--- src/rtl/deser_lane_src.sv ---
// ADC deserializer lane source: registered live/test-pattern lane output plus a
// single-channel snapshot buffer drained through a read handshake.
module deser_lane_src #(
    parameter int NUM_CH    = 32,
    parameter int DATA_W    = 6,
    parameter int CAP_DEPTH = 64
) (
    input  logic                       clk,
    input  logic                       rst,
    input  logic                       en,
    input  logic [1:0]                 mode,
    input  logic [DATA_W-1:0]          const_val,
    input  logic [NUM_CH*DATA_W-1:0]   idat,
    output logic [NUM_CH*DATA_W-1:0]   odat,
    output logic                       odat_valid,
    input  logic                       cap_start,
    input  logic [$clog2(NUM_CH)-1:0]  cap_ch,
    output logic                       cap_busy,
    output logic                       cap_done,
    input  logic                       rd_en,
    output logic [DATA_W-1:0]          rd_data,
    output logic                       rd_valid
);

    localparam int TOT_W = NUM_CH * DATA_W;
    localparam int CH_W  = $clog2(NUM_CH);
    localparam int PTR_W = $clog2(CAP_DEPTH);
    localparam logic [PTR_W-1:0] LAST_PTR = PTR_W'(CAP_DEPTH - 1);
    localparam logic [6:0] PRBS_SEED = 7'h7F;

    typedef enum logic [1:0] {
        ST_IDLE = 2'd0,
        ST_FILL = 2'd1,
        ST_DONE = 2'd2
    } cap_state_t;

    // Runs x^7+x^6+1 for a whole lane word, bit 0 first; returns {next_state, bits}.
    function automatic logic [TOT_W+6:0] prbs_gen(input logic [6:0] seed);
        logic [6:0]       s;
        logic [TOT_W-1:0] b;
        logic             o;
        s = seed;
        b = '0;
        for (int i = 0; i < TOT_W; i++) begin
            o    = s[6] ^ s[5];
            b[i] = o;
            s    = {s[5:0], o};
        end
        return {s, b};
    endfunction

    function automatic logic [TOT_W-1:0] ramp_gen(input logic [DATA_W-1:0] base);
        logic [TOT_W-1:0] w;
        w = '0;
        for (int k = 0; k < NUM_CH; k++) begin
            w[k*DATA_W +: DATA_W] = base + DATA_W'(k);
        end
        return w;
    endfunction

    logic [1:0]         mode_r;
    logic [DATA_W-1:0]  base_r;
    logic [6:0]         lfsr_r;
    logic [TOT_W-1:0]   odat_r;
    logic               odat_valid_r;

    logic               mode_chg_s;
    logic [DATA_W-1:0]  base_s;
    logic [6:0]         lfsr_s;
    logic [6:0]         lfsr_nxt_s;
    logic [TOT_W-1:0]   prbs_bits_s;
    logic [TOT_W-1:0]   sel_s;

    cap_state_t         state_r;
    logic [CH_W-1:0]    ch_r;
    logic [CH_W-1:0]    ch_sel_s;
    logic [PTR_W-1:0]   wr_ptr_r;
    logic [PTR_W-1:0]   rd_ptr_r;
    logic               cap_busy_r;
    logic               cap_done_r;
    logic [DATA_W-1:0]  rd_data_r;
    logic               rd_valid_r;
    logic               cap_wr_s;
    logic [DATA_W-1:0]  cap_word_s;
    logic [DATA_W-1:0]  cap_mem_r [CAP_DEPTH];

    // Pattern selection; a mode change substitutes the fresh seed in the same cycle.
    always_comb begin
        mode_chg_s = (mode != mode_r);
        base_s     = mode_chg_s ? '0 : base_r;
        lfsr_s     = mode_chg_s ? PRBS_SEED : lfsr_r;
        {lfsr_nxt_s, prbs_bits_s} = prbs_gen(lfsr_s);
        case (mode)
            2'd0:    sel_s = idat;
            2'd1:    sel_s = ramp_gen(base_s);
            2'd2:    sel_s = prbs_bits_s;
            2'd3:    sel_s = {NUM_CH{const_val}};
            default: sel_s = idat;
        endcase
    end

    // Lane output register and generator state.
    always_ff @(posedge clk or posedge rst) begin
        if (rst) begin
            mode_r       <= 2'd0;
            base_r       <= '0;
            lfsr_r       <= PRBS_SEED;
            odat_r       <= '0;
            odat_valid_r <= 1'b0;
        end else begin
            mode_r <= mode;
            if (en) begin
                odat_r       <= sel_s;
                odat_valid_r <= 1'b1;
                base_r       <= (mode == 2'd1) ? base_s + DATA_W'(NUM_CH) : base_s;
                lfsr_r       <= (mode == 2'd2) ? lfsr_nxt_s : lfsr_s;
            end else begin
                odat_valid_r <= 1'b0;
                base_r       <= base_s;
                lfsr_r       <= lfsr_s;
            end
        end
    end

    // Snapshot channel select and write strobe; out-of-range channels fall back to 0.
    always_comb begin
        if ({1'b0, cap_ch} < (CH_W+1)'(NUM_CH)) begin
            ch_sel_s = cap_ch;
        end else begin
            ch_sel_s = '0;
        end
        cap_wr_s   = (state_r == ST_FILL) && odat_valid_r;
        cap_word_s = odat_r[ch_r*DATA_W +: DATA_W];
    end

    // Snapshot storage; contents are not reset.
    always_ff @(posedge clk) begin
        if (cap_wr_s) begin
            cap_mem_r[wr_ptr_r] <= cap_word_s;
        end
    end

    // Snapshot FSM: IDLE -> FILL (CAP_DEPTH valid words) -> DONE (CAP_DEPTH reads).
    always_ff @(posedge clk or posedge rst) begin
        if (rst) begin
            state_r    <= ST_IDLE;
            ch_r       <= '0;
            wr_ptr_r   <= '0;
            rd_ptr_r   <= '0;
            cap_busy_r <= 1'b0;
            cap_done_r <= 1'b0;
            rd_data_r  <= '0;
            rd_valid_r <= 1'b0;
        end else begin
            rd_valid_r <= 1'b0;
            case (state_r)
                ST_IDLE: begin
                    if (cap_start) begin
                        state_r    <= ST_FILL;
                        ch_r       <= ch_sel_s;
                        wr_ptr_r   <= '0;
                        cap_busy_r <= 1'b1;
                    end
                end
                ST_FILL: begin
                    if (odat_valid_r) begin
                        wr_ptr_r <= wr_ptr_r + PTR_W'(1);
                        if (wr_ptr_r == LAST_PTR) begin
                            state_r    <= ST_DONE;
                            rd_ptr_r   <= '0;
                            cap_busy_r <= 1'b0;
                            cap_done_r <= 1'b1;
                        end
                    end
                end
                ST_DONE: begin
                    if (rd_en) begin
                        rd_data_r  <= cap_mem_r[rd_ptr_r];
                        rd_valid_r <= 1'b1;
                        rd_ptr_r   <= rd_ptr_r + PTR_W'(1);
                        if (rd_ptr_r == LAST_PTR) begin
                            state_r    <= ST_IDLE;
                            cap_done_r <= 1'b0;
                        end
                    end
                end
                default: begin
                    state_r    <= ST_IDLE;
                    cap_busy_r <= 1'b0;
                    cap_done_r <= 1'b0;
                end
            endcase
        end
    end

    assign odat       = odat_r;
    assign odat_valid = odat_valid_r;
    assign cap_busy   = cap_busy_r;
    assign cap_done   = cap_done_r;
    assign rd_data    = rd_data_r;
    assign rd_valid   = rd_valid_r;

endmodule
--- config.mk ---
export PLATFORM = sky130hd
export DESIGN_NAME = deser_lane_src
export DESIGN_NICKNAME = d
export VERILOG_FILES = /design/src/rtl/deser_lane_src.sv
export SDC_FILE = /design/constraint.sdc
export NUM_CORES = 1
export LEC_CHECK = 0
export ABC_AREA = 1
export CELL_PAD_IN_SITES_DETAIL_PLACEMENT = 0
export CELL_PAD_IN_SITES_GLOBAL_PLACEMENT = 2
export CORE_MARGIN = 10
export CORE_UTILIZATION = 31
export CTS_CLUSTER_DIAMETER = 30
export CTS_CLUSTER_SIZE = 10
export DETAILED_ROUTE_END_ITERATION = 6
export PLACE_DENSITY = 0.77
export SYNTH_ARGS = -nofsm -noshare
export SYNTH_HDL_FRONTEND = slang
export SYNTH_SLANG_ARGS = --single-unit
--- constraint.sdc ---
create_clock -name clk -period 9.4 [get_ports clk]
set_input_delay 2.82 -clock clk [delete_from_list [all_inputs] [get_ports clk]]
set_output_delay 2.82 -clock clk [all_outputs]
set_load 0.05 [all_outputs]
After elaboration in Yosys (flattened, before gate mapping)
Memories as Yosys holds them, arrays and structs flattened. A register that Yosys moved wholly into a read port is not among the register bits.
Index checks and enable logic that the tools add are counted.
W data, S select, Z words.
- bits in registers: 230
- bits in latches: 0
- RAM bits: 384
- memory bits (read-only): 0
- memories: 1
- memories (memory ; depth ; bits a word ; read ports ; clocked after memory_dff ; wr ports ; line ; source):
    cap_mem_r ; 64 ; 6 ; 1 ; 1 ; 1 ; 85 ; logic [DATA_W-1:0] cap_mem_r [CAP_DEPTH];
- add/subtract/negate cells: 34
- multiply operators: 1
- div/mod/pow operators: 0
- order comparisons: 0
- eq/ne operators: 13
- shift-type cells: 1
- mux-type cells: 34
- bitwise operators: 194
- reduce and logical (&&, ||, !) cells: 12
- operator list (operator ; number):
    $pmux W192 S4 ; 1
    $shiftx A192 B9 Y6 ; 1
    $xor A1 B1 Y1 ; 192
    $add A6 B5 Y6 const B ; 16
    $add A6 B4 Y6 const B ; 8
    $mux W6 ; 8
    $add A6 B3 Y6 const B ; 4
    $pmux W6 S2 ; 2
    $mux W7 ; 3
    $add A6 B1 Y6 const B ; 3
    $add A6 B2 Y6 const B ; 2
    $eq A6 B6 Y1 const B ; 2
    $mux W1 ; 12
    $mux W2 ; 5
    $reduce_and A5 Y1 ; 2
    $ne A2 B2 Y1 const B ; 4
    $reduce_and A4 Y1 ; 2
    $mul A5 B2 Y7 const B ; 1
    $add A6 B6 Y6 const B ; 1
    $eq A2 B2 Y1 const B ; 3
    $pmux W1 S3 ; 2
    $pmux W2 S3 ; 1
    $eq A2 B1 Y1 const B ; 2
    $logic_not A2 Y1 ; 2
    other kinds (7) ; 10

Logic depth before layout (Yosys ltp)
Gate-level depths: netlist of the first run.
- depth after elaboration: 36
- mapped depth: 36

Worst setup path before layout of the first run
No wires, ideal clock.
- path kind: input port to flip-flop
- start: in mode[0]
- end: reg odat_r[109] (netlist: odat[109])
- setup time: 0.118 ns
- arrival time: 5.806 ns
- data required time: 9.282 ns
- setup slack: 3.476 ns
- stages: 31
- path buffers: 1
- cell sequence: xnor2_2 buf_2 o211ai_1 nor2_4 nand2_1 nand2_1 nand2_1 nand2_1 nand3_1 nand3_1 nand2_2 nand2_1 nand2_1 nand2_1 nand3_2 nand3_1 nand3_2 nand2_2 inv_2 nand2_2 nand2_4 nand2_1 nand2_2 nand2_1 nand2_1 nand2_1 nand2_1 o21ai_1 nand2_1 nand2_1 nand2_1
- cells in the longest elaborated chain, start to end: 22
- elaborated cells on any way between the ends: 104
- RTL lines (item ; line ; source):
    from (decl) ; 11 ; input logic [1:0] mode,
    $ne A2 B2 Y1 ; 89 ; mode_chg_s = (mode != mode_r);
    $mux W7 ; 91 ; lfsr_s = mode_chg_s ? PRBS_SEED : lfsr_r;
    $xor A1 B1 Y1 (19 in a row) ; 45 ; o = s[6] ^ s[5];
    $pmux W192 S4 * ; 93 ; case (mode)
    to (signal assigned) ; 113 ; odat_r <= sel_s;
    to (decl) ; 64 ; logic [TOT_W-1:0] odat_r;
Mark *: on every way between the ends. The rest lies on a longest branch, timed or not.
A chain may end at the register's enable or synchronous reset.

Final worst setup path of the first run
- start: in mode[1]
- end: reg odat_r[114] (netlist: odat[114])
- cells in the longest elaborated chain, start to end: 23
- elaborated cells on any way between the ends: 109
- RTL lines (item ; line):
    $ne A2 B2 Y1 ; 89
    $mux W7 ; 91
    $xor A1 B1 Y1 (20 in a row) ; 45
    $pmux W192 S4 * ; 93
Marks and branches as above.

==> results of run 1 <==
metal layers:
metal,global-route usage [%],vias up,wire length [um]
met3,7.22,242,13600
met2,42.1,1379,73300
met4,8.21,18,4380
met5,0,-,104
li1,-,13000,-
met1,35.6,14800,68200
worst max path at each step:
stage / start / to / slack (ns) / depth (start not counted)
2_1_floorplan: rst / base_r[0] / 0.12 / 1
3_3_place_gp: mode[1] / odat[114] / 1.06 / 29
3_5_place_dp: mode[1] / odat[114] / 1.11 / 29
4_1_cts: mode[1] / odat[114] / 1.89 / 32
5_1_grt: mode[1] / odat[114] / 1.34 / 29
6_report: mode[1] / odat[114] / 1.73 / 29
cells in the mapped netlist, types with 7 or more instances:
cell type	count
dfstp_2	7
edfxtp_1	384
dfrtp_1	229
nand4_1	28
a21oi_1	169
nand2_2	21
buf_1	15
o21ai_0	561
or2_2	9
o221ai_1	70
o22ai_1	72
inv_1	152
xor2_1	51
nand3_1	134
clkbuf_1	202
xor2_2	10
nand2_1	625
a221oi_1	17
inv_2	15
ha_1	20
xnor2_1	8
o211ai_1	118
a31oi_1	21
nor3_1	11
nor2_1	406
sequential cells by signal, summed over array words and instances (netlist names), 5 cells and up:
signal     cells
base_r         6
cap_mem_r    384
ch_r           5
lfsr_r         7
odat         192
rd_data        6
rd_ptr_r       6
wr_ptr_r       6
per-stage QoR:
stage          hold WS [ns]  util, %  instance area [um^2]
2_1_floorplan         0.512        -                 31400
3_3_place_gp          0.466     36.8                 36900
3_5_place_dp          0.469     36.8                 36900
4_1_cts               0.480     42.3                 42400
5_1_grt               0.523     42.3                 42400
6_report              0.478     42.3                 42400
layout by cell type (no fill, tap or decap), drive strengths merged, types with 118 or more instances in the layout:
cell	instances
a21oi	169
clkbuf	189
clkdlybuf4s50	410
dfrtp	229
edfxtp	384
inv	173
nand2	653
nand3	142
nor2	407
o211ai	118
o21ai	569
cell families (layout without fill, tap and decap cells):
family / after synthesis / in the layout / synth area share [%]
other cells: 0 / 6 / 0
fa+ha+maj: 20 / 20 / 0.797
flops: 620 / 620 / 55.6
buf+inv: 394 / 923 / 4.77
compound gates: 1060 / 1060 / 19.6
simple gates: 1255 / 1255 / 16.6
xor+xnor: 76 / 76 / 2.66
cell type report:
class / count / area (um^2)
repair buffers: 465 / 4530
diodes: 6 / 15.0
flip-flops and latches: 620 / 17500
fillers: 9938 / 57900
inverters: 173 / 674
clock inverters: 96 / 1250
multi-input cells: 2411 / 12600
well taps: 1357 / 1700
clock buffers: 189 / 4210
worst max-delay path, delay by kind of cell:
family | cells | cell delay [ns]
xor+xnor | 3 | 1.26
simple gates | 22 | 3.06
buf+inv | 4 | 1.17
report_power, final:
group | internal, mW | switching [mW] | total (mW)
clock network | 3.64 | 1.80 | 5.45
registers | 3.80 | 0.368 | 4.17
logic | 1.52 | 4.54 | 6.06
total | 8.96 | 6.72 | 15.7
==> out/metrics.cfg, run 1 <==
[run_status]
status = complete, no violations

[drt]
drt_iter0_markers = 3271
wl_per_cell_um = 30.0
antenna_left = 0
viasPerCell = 5.54
dr.pass1.iters = 6
dr_total_vias = 29500
totalWireLength_um = 160000
drcViolationCount = 0

[die]
die_x_um = 338
die_h_um = 338
num_rows = 116
core_um2 = 100000
die-area_um2 = 114000
start_util_pct = 31.3
io_pins = 412

[sta]
fmax_mhz = 130
worst_slew_pin_slew_ns = 1.08
setup_slack_ns = 1.73
finalSetupViolations = 0
hold_violations = 0
post-route-period-util_pct = 81.6
maxSlewViolCount = 0
rsz0062_at_grt = no
maxSlewHeadroom_pct = 28.0
finalCriticalPeriod_ns = 7.67
skew_ns = 0.0637
final.setup.tns_ns = 0

[critical_path]
worst_r2r_path_depth = 28
cp-end-kind = flop
reg2reg_slack_ns = 4.31
cp_common_cell = nand2_1
critPathSlowestCell = clkdlybuf4s50_1
start_kind = primary input
crit_fanout = 24
critPathMaxStageDelay_ns = 0.65
r2r-start = mode_r[1]
r2r_end = odat[114]
setup.worst_path.class = primary input to flop
arrival_ns = 8.31
cp.required_ns = 10.04

[synthesis]
synthDistinctLibCells = 53
ys.flop_type = edfxtp_1
netlist_instances = 3425
synth.largest_area_cell = edfxtp_1
netlist_top_cells_area = edfxtp_1 (37%), dfrtp_1 (18%), o21ai_0 (8.9%)
synthesis.nets = 3655
netlist_area_um2 = 31400
netlist.area_leader.share_pct = 36.7
syn_avg_cell_area_um2 = 9.16
yosysWarnings = 0
async_flop_share_pct = 38.1
synth_edf_count = 384
synth_seq_area_share_pct = 55.6
synth.ff_latch_count = 620

[cells_and_area]
drive_above_1_share_pct = 10.7
nNetsFinal = 4057
syn_to_final_growth_pct = 35.1
fin_cells = 5317

[placed_design]
place.detailed.hpwl_um = 117000
pre_cts_ws_ns = 1.11
place_congestion = 0.983
io_buffers = 411
dp.cells = 5026

[clock_tree]
cts-root-buf = clkbuf_16
postCtsHoldBufs = 0
htree_levels = 4
post_cts_resized = 0
cts_tree = yes
cts.sinks = 620
numCtsBuffers = 156
path_clk_slew_ns = 0.05
clock_latency_ns = 0.78
cts_setup_buffers = 0
cts.path.max_buffers = 3

[global_route]
grt_max_degree = 143
antenna_found_initial = 18
grt.total_usage_pct = 26.8
grt-ovfl-total = 0
grt_pass1_vias = 28400
grt_pass1_wl_um = 222000

[power]
vdd_drop_max_v = 0.000221
power_density_nw_per_um2 = 370
total_power_mw = 15.7
total_leakage_power_nw = 16.3

[min_path]
hold_depth = 2
hold_end = rd_data[2]
hp-start = rd_data[2]
hold_class = flop to flop

[flow_run]
cap_viol_max_count = 0

No activity file was read; power rests on OpenSTA's default activity.
==> inputs of run 2 (changes only) <==
--- a/config.mk
+++ b/config.mk
@@ -9,11 +9,11 @@
 export CELL_PAD_IN_SITES_DETAIL_PLACEMENT = 0
 export CELL_PAD_IN_SITES_GLOBAL_PLACEMENT = 2
 export CORE_MARGIN = 10
-export CORE_UTILIZATION = 31
+export CORE_UTILIZATION = 35
 export CTS_CLUSTER_DIAMETER = 30
 export CTS_CLUSTER_SIZE = 10
 export DETAILED_ROUTE_END_ITERATION = 6
-export PLACE_DENSITY = 0.77
+export PLACE_DENSITY = 0.82
 export SYNTH_ARGS = -nofsm -noshare
 export SYNTH_HDL_FRONTEND = slang
 export SYNTH_SLANG_ARGS = --single-unit
==> constraint.sdc (replaced) <==
create_clock -name clk -period 7.86 [get_ports clk]
set_input_delay 2.358 -clock clk [delete_from_list [all_inputs] [get_ports clk]]
set_output_delay 2.358 -clock clk [all_outputs]
set_load 0.05 [all_outputs]
==> run 2 against run 1 <==
Hold slack improved by 0.0073 ns. Largest power group unchanged. Clock-buffer cell count fell by 2. Non-clock buffer count rose by 9. Cell area fell by 0.91%. Sequential power rose by 19%. Global-route usage rose by 2.5 points. Die area fell by 11%. Total power rose by 17%. Critical path depth fell by 1. Combinational power rose by 17%. Routed wire length fell by 4.0%. Critical path type unchanged.
==> out/metrics.cfg, run 2 (same netlist as run 1, synthesis figures left out) <==
[power]
switching_share_pct = 42.4  ; was 42.8%
vdd_drop_max_v = 0.000261  ; was 0.000221 V
internal_power_mw = 10.6  ; was 8.96 mW
p_clk_share_pct = 34.3  ; was 34.8%
total_leakage_power_nw = 16.2  ; was 16.3 nW
sequentialPowerShare_pct = 27.0  ; was 26.6%
p_sw_mw = 7.80  ; was 6.72 mW
power_density_nw_per_um2 = 438  ; was 370 nW/um^2
combPwrFrac_pct = 38.7  ; about the same

[global_route]
grt_pass1_vias = 28900  ; was 28400
grt_max_degree = 172  ; was 143
grt-ovfl-total = 0  ; unchanged
grt_pass1_wl_um = 217000  ; was 222000 um
antenna_found_initial = 13  ; was 18
grt.total_usage_pct = 29.3  ; was 26.8%

[critical_path]
start_kind = primary input  ; unchanged
cp.required_ns = 8.52  ; was 10.04 ns
arrival_ns = 7.44  ; was 8.31 ns
cp-end-kind = flop  ; unchanged
critPathSlowestCell = clkdlybuf4s50_1  ; unchanged
critPathMaxStageDelay_ns = 0.56  ; was 0.65 ns
setup.worst_path.class = primary input to flop  ; unchanged
path_delay_family = simple AND/OR/NAND/NOR gates  ; unchanged
crit_fanout = 13  ; was 24
crit_buf_inv = 5  ; was 4
cp_common_cell = nand2_1  ; unchanged

[run_status]
status = complete, no violations  ; unchanged

[die]
die_h_um = 319  ; was 338 um
io_pins = 412  ; unchanged
core_um2 = 88600  ; was 100000 um^2
die-area_um2 = 102000  ; was 114000 um^2
die_x_um = 319  ; was 338 um
start_util_pct = 35.4  ; was 31.3%
num_rows = 109  ; was 116

[clock_tree]
cts_tree = yes  ; unchanged
cts.path.max_buffers = 3  ; unchanged
htree_levels = 4  ; unchanged
cts-root-buf = clkbuf_16  ; unchanged
postCtsHoldBufs = 0  ; unchanged
clock_latency_ns = 0.75  ; was 0.78 ns
path_clk_slew_ns = 0.05  ; about the same
post_cts_resized = 0  ; unchanged
cts.sinks = 620  ; unchanged
numCtsBuffers = 148  ; was 156
cts_setup_buffers = 0  ; unchanged

[placed_design]
place.detailed.hpwl_um = 111000  ; was 117000 um
dp.cells = 4843  ; was 5026
place_congestion = 1.02  ; was 0.983
io_buffers = 411  ; unchanged
placed_area_um2 = 36800  ; was 36900 um^2

[sta]
post-route-period-util_pct = 86.4
hold_violations = 0  ; unchanged
maxSlewViolCount = 0  ; unchanged
rsz0062_at_grt = no  ; unchanged
skew_ns = 0.0469  ; was 0.0637 ns
fmax_mhz = 147
finalCriticalPeriod_ns = 6.79
maxSlewHeadroom_pct = 20.1  ; was 28.0%
finalSetupViolations = 0  ; unchanged
final.setup.tns_ns = 0  ; unchanged
worst_slew_pin_slew_ns = 1.19  ; was 1.08 ns

[cells_and_area]
fin_util_pct = 47.4  ; was 42.3%
top_register = cap_mem_r  ; unchanged
final_area_um2 = 42000  ; was 42400 um^2
fin_cells = 5123  ; was 5317
largest_register_ff_count = 384  ; unchanged
drive_above_1_share_pct = 10.5  ; was 10.7%
syn_to_final_growth_pct = 33.9  ; was 35.1%
nNetsFinal = 4058  ; was 4057
mostFrequentLayoutCell = nand2_1  ; unchanged
layout_common_cells = nand2_1 (625), o21ai_0 (561), clkdlybuf4s50_1 (410)  ; unchanged

[drt]
drt_iter0_markers = 3245  ; was 3271
drcViolationCount = 0  ; unchanged
dr.pass1.iters = 5  ; was 6
wl_per_cell_um = 29.9  ; was 30.0 um
viasPerCell = 5.73  ; was 5.54
dr_total_vias = 29400  ; was 29500
antenna_left = 0  ; unchanged
totalWireLength_um = 153000  ; was 160000 um

[min_path]
hold_class = flop to flop  ; unchanged

[flow_run]
cap_viol_max_count = 0  ; unchanged

run 2: area by class of cell:
class,count,area (um^2)
Antenna cell,6,15.0
Clock inverter,87,1170
Clock buffer,187,4050
Tap cell,1165,1460
Multi-Input combinational cell,2411,12600
Sequential cell,620,17500
Inverter,173,669
Fill cell,8514,46600
Timing Repair Buffer,474,4620
run 2: metrics by stage:
stage / total power [mW] / hold slack, ns / worst slack (ns)
6_report: 18.4 / 0.486 / 1.07
5_1_grt: 19.2 / 0.517 / 0.717
3_5_place_dp: 12.1 / 0.478 / 0.467
4_1_cts: 18.4 / 0.490 / 1.21
3_3_place_gp: 12.1 / 0.466 / 0.454
2_1_floorplan: 9.04 / 0.512 / 2.40
run 2: power groups by stage:
stage / registers (mW) / clock network (mW) / logic [mW]
after floorplan: 5.55 / 0 / 3.49
after global placement: 5.00 / 0 / 7.06
after detailed placement: 5.00 / 0 / 7.06
after CTS: 4.96 / 6.35 / 7.08
after global routing: 5.00 / 6.53 / 7.62
final: 4.97 / 6.30 / 7.12
run 2: path summary, 6_finish.rpt:
| check | slack, ns | endpoint | cells past startpoint | startpoint |
|---|---|---|---|---|
| min in group asynchronous | 2.07 | odat[164] | 2 | rst |
| hold reg to reg | 0.49 | rd_data[4] | 2 | rd_data[4] |
| setup / recovery | 1.07 | odat[103] | 28 | mode[1] |
| setup reg to reg | 2.99 | odat[103] | 26 | mode_r[0] |
| max in group asynchronous | 4.51 | ch_r[0] | 3 | rst |
| hold / removal | 0.49 | rd_data[4] | 2 | rd_data[4] |
run 2: layer usage:
metal	vias to the layer above	wire length, um	track usage (%)
met3	284	13000	6.70
met4	6	6580	12.9
met2	1458	70600	46.1
li1	13000	-	-
met5	-	42	0
met1	14600	62900	38.2
run 2: worst reg2reg max path, stage by stage (launching register included):
cell and delay [ns]:
dfrtp_1 0.39, xnor2_2 0.12, buf_4 0.34, nand3_1 0.32, nand2_1 0.12, nand2_1 0.19, nand2_1 0.18, nand2_2 0.13
nand2_2 0.10, nand2_4 0.09, xor2_4 0.25, inv_2 0.10, nand2_1 0.06, nand2_1 0.11, xor2_1 0.48, inv_1 0.16
nand3_1 0.22, nand2_2 0.15, xnor2_2 0.34, nand3_1 0.13, nand2_1 0.16, nand2_1 0.07, nand2_1 0.13, nand2_1 0.09
a21oi_1 0.19, o21ai_1 0.09, nand2_1 0.07
==> inputs of run 3 (changes only) <==
--- a/config.mk
+++ b/config.mk
@@ -9,11 +9,12 @@
 export CELL_PAD_IN_SITES_DETAIL_PLACEMENT = 0
 export CELL_PAD_IN_SITES_GLOBAL_PLACEMENT = 2
 export CORE_MARGIN = 10
-export CORE_UTILIZATION = 35
+export CORE_UTILIZATION = 40
 export CTS_CLUSTER_DIAMETER = 30
 export CTS_CLUSTER_SIZE = 10
 export DETAILED_ROUTE_END_ITERATION = 6
-export PLACE_DENSITY = 0.82
+export DONT_BUFFER_PORTS = 1
+export PLACE_DENSITY = 0.81
 export SYNTH_ARGS = -nofsm -noshare
 export SYNTH_HDL_FRONTEND = slang
 export SYNTH_SLANG_ARGS = --single-unit
==> run 3 against run 2 <==
Total power is 1.8% lower. Final cell count down 10%. Sequential cell count stayed put. Sequential share of layout area rose by 4.7 points. First-iteration DRC count is 23% higher. Global-route usage up 3.3 points. Critical path depth did not move. Combinational power fell by 15%. Via count fell by 3.5%. Maximum frequency is 1.5% higher. Largest cell class unchanged. Clock skew up 0.012 ns.
==> out/metrics.cfg, run 3 (same netlist as run 1, synthesis figures left out) <==
[placed_design]
placed_area_um2 = 32500  ; was 36800 um^2
io_buffers = 0  ; was 411
place.detailed.hpwl_um = 108000  ; was 111000 um
place_congestion = 0.998  ; was 1.02

[clock_tree]
cts_tree = yes  ; unchanged
htree_levels = 4  ; unchanged
cts.path.max_buffers = 3  ; unchanged
cts_setup_buffers = 0  ; unchanged
cts.sinks = 620  ; unchanged
numCtsBuffers = 147  ; was 148
path_clk_slew_ns = 0.04  ; was 0.05 ns
clock_latency_ns = 0.75  ; about the same
post_cts_resized = 0  ; unchanged
postCtsHoldBufs = 0  ; unchanged
cts-root-buf = clkbuf_16  ; unchanged

[drt]
viasPerCell = 6.16  ; was 5.73
drcViolationCount = 0  ; unchanged
antenna_left = 0  ; unchanged
totalWireLength_um = 150000  ; was 153000 um
dr.pass1.iters = 6  ; was 5
wl_per_cell_um = 32.6  ; was 29.9 um
dr_total_vias = 28300  ; was 29400
drt_iter0_markers = 3977  ; was 3245

[critical_path]
critPathMaxStageDelay_ns = 0.51  ; was 0.56 ns
start_kind = primary input  ; unchanged
cp_common_cell = nand2_1  ; unchanged
arrival_ns = 7.32  ; was 7.44 ns
cp.required_ns = 8.49  ; was 8.52 ns
setup.worst_path.class = primary input to flop  ; unchanged
r2r_end = odat[107]  ; was odat[103]
r2r-start = mode_r[0]  ; unchanged
worst_r2r_path_depth = 26  ; unchanged
crit_fanout = 16  ; was 13
critPathSlowestCell = xor2_2  ; was clkdlybuf4s50_1
cp-end-kind = flop  ; unchanged
reg2reg_slack_ns = 2.43  ; was 2.99 ns

[sta]
hold_violations = 0  ; unchanged
worst_slew_pin_slew_ns = 1.05  ; was 1.19 ns
maxSlewHeadroom_pct = 29.0  ; was 20.1%
maxSlewViolCount = 0  ; unchanged
fmax_mhz = 150  ; was 147 MHz
skew_ns = 0.0586  ; was 0.0469 ns
post-route-period-util_pct = 85.1  ; was 86.4%
finalCriticalPeriod_ns = 6.69  ; was 6.79 ns
finalSetupViolations = 0  ; unchanged
rsz0062_at_grt = no  ; unchanged
final.setup.tns_ns = 0  ; unchanged

[global_route]
grt_pass1_vias = 27000  ; was 28900
grt_pass1_wl_um = 210000  ; was 217000 um
antenna_found_initial = 33  ; was 13
grt-ovfl-total = 0  ; unchanged
grt_max_degree = 136  ; was 172
grt.total_usage_pct = 32.5  ; was 29.3%

[die]
die-area_um2 = 90100  ; was 102000 um^2
die_h_um = 300  ; was 319 um
start_util_pct = 40.4  ; was 35.4%
io_pins = 412  ; unchanged
num_rows = 102  ; was 109
die_x_um = 300  ; was 319 um
core_um2 = 77600  ; was 88600 um^2

[run_status]
status = complete, no violations  ; unchanged

[power]
vdd_drop_max_v = 0.000263  ; was 0.000261 V
total_leakage_power_nw = 14.6  ; was 16.2 nW
power_density_nw_per_um2 = 478  ; was 438 nW/um^2

[min_path]
hold_class = flop to flop  ; unchanged
hold_depth = 2  ; unchanged
hold_end = state_r[1]  ; was rd_data[4]
hp-start = state_r[1]  ; was rd_data[4]

[cells_and_area]
syn_to_final_growth_pct = 20.4  ; was 33.9%
nNetsFinal = 3641  ; was 4058
mostFrequentLayoutCell = nand2_1  ; unchanged
top_register = cap_mem_r  ; unchanged
final_area_um2 = 37800  ; was 42000 um^2
layout_common_cells = nand2_1 (625), o21ai_0 (561), nor2_1 (403)  ; was nand2_1 (625), o21ai_0 (561), clkdlybuf4s50_1 (410)
largest_register_ff_count = 384  ; unchanged
fin_util_pct = 48.7  ; was 47.4%
drive_above_1_share_pct = 11.4  ; was 10.5%
num-fill-cells = 7365  ; was 8514

[flow_run]
cap_viol_max_count = 0  ; unchanged

run 3: changes by cell type in the layout (fill, tap and decap cells not counted), sizes merged:
cell	change
clkdlybuf4s50	-410
bufinv	+2
diode	+16
clkinv	+10
clkinvlp	-2
inv	-4
buf	-6
clkbuf	-5
run 3: critical path: cells and delay by family:
kind            cells  cell delay, ns
compound gates      2            0.64
xor+xnor            2            0.95
buf+inv             4            0.62
simple gates       20            2.74
run 3: final cells by class:
type                            instances  area [um^2]  area share [%]
Multi-Input combinational cell       2411        12600            33.3
Timing Repair Buffer                   58          452            1.20
Tap cell                             1040         1300            3.45
Clock inverter                         93         1320            3.50
Clock buffer                          182         3940            10.4
Antenna cell                           22         55.1           0.146
Sequential cell                       620        17500            46.2
Inverter                              173          669            1.77
run 3: power breakdown:
group	internal [mW]	switching [mW]
registers	4.53	1.20
clock network	4.23	2.09
logic	1.39	4.63
run 3: worst max-delay path by stage:
stage	startpoint	slack (ns)	to
5_1_grt	mode[1]	0.98	odat[107]
2_1_floorplan	mode[0]	2.40	odat[109]
3_3_place_gp	mode[1]	0.71	odat[107]
6_report	mode[1]	1.17	odat[107]
4_1_cts	mode[1]	1.37	odat[107]
3_5_place_dp	mode[1]	0.65	odat[107]
run 3: layer usage:
metal  track usage, %  up-vias  wire length, um
li1                 -    12200                -
met1             41.1    14100            59000
met2             49.9     1692            67700
met3             11.1      362            16300
met4             14.5       18             6960
met5                0        -              138
run 3: metrics by stage:
stage               power (mW)  cells  hold WS (ns)  setup WS (ns)
global route              18.8   4594         0.611          0.985
CTS                       18.0   4577         0.568           1.37
finish                    18.1   4599         0.586           1.17
detailed placement        11.7   4302         0.558          0.646
floorplan                 9.04   3425         0.512           2.40
global placement          11.6   4301         0.542          0.710
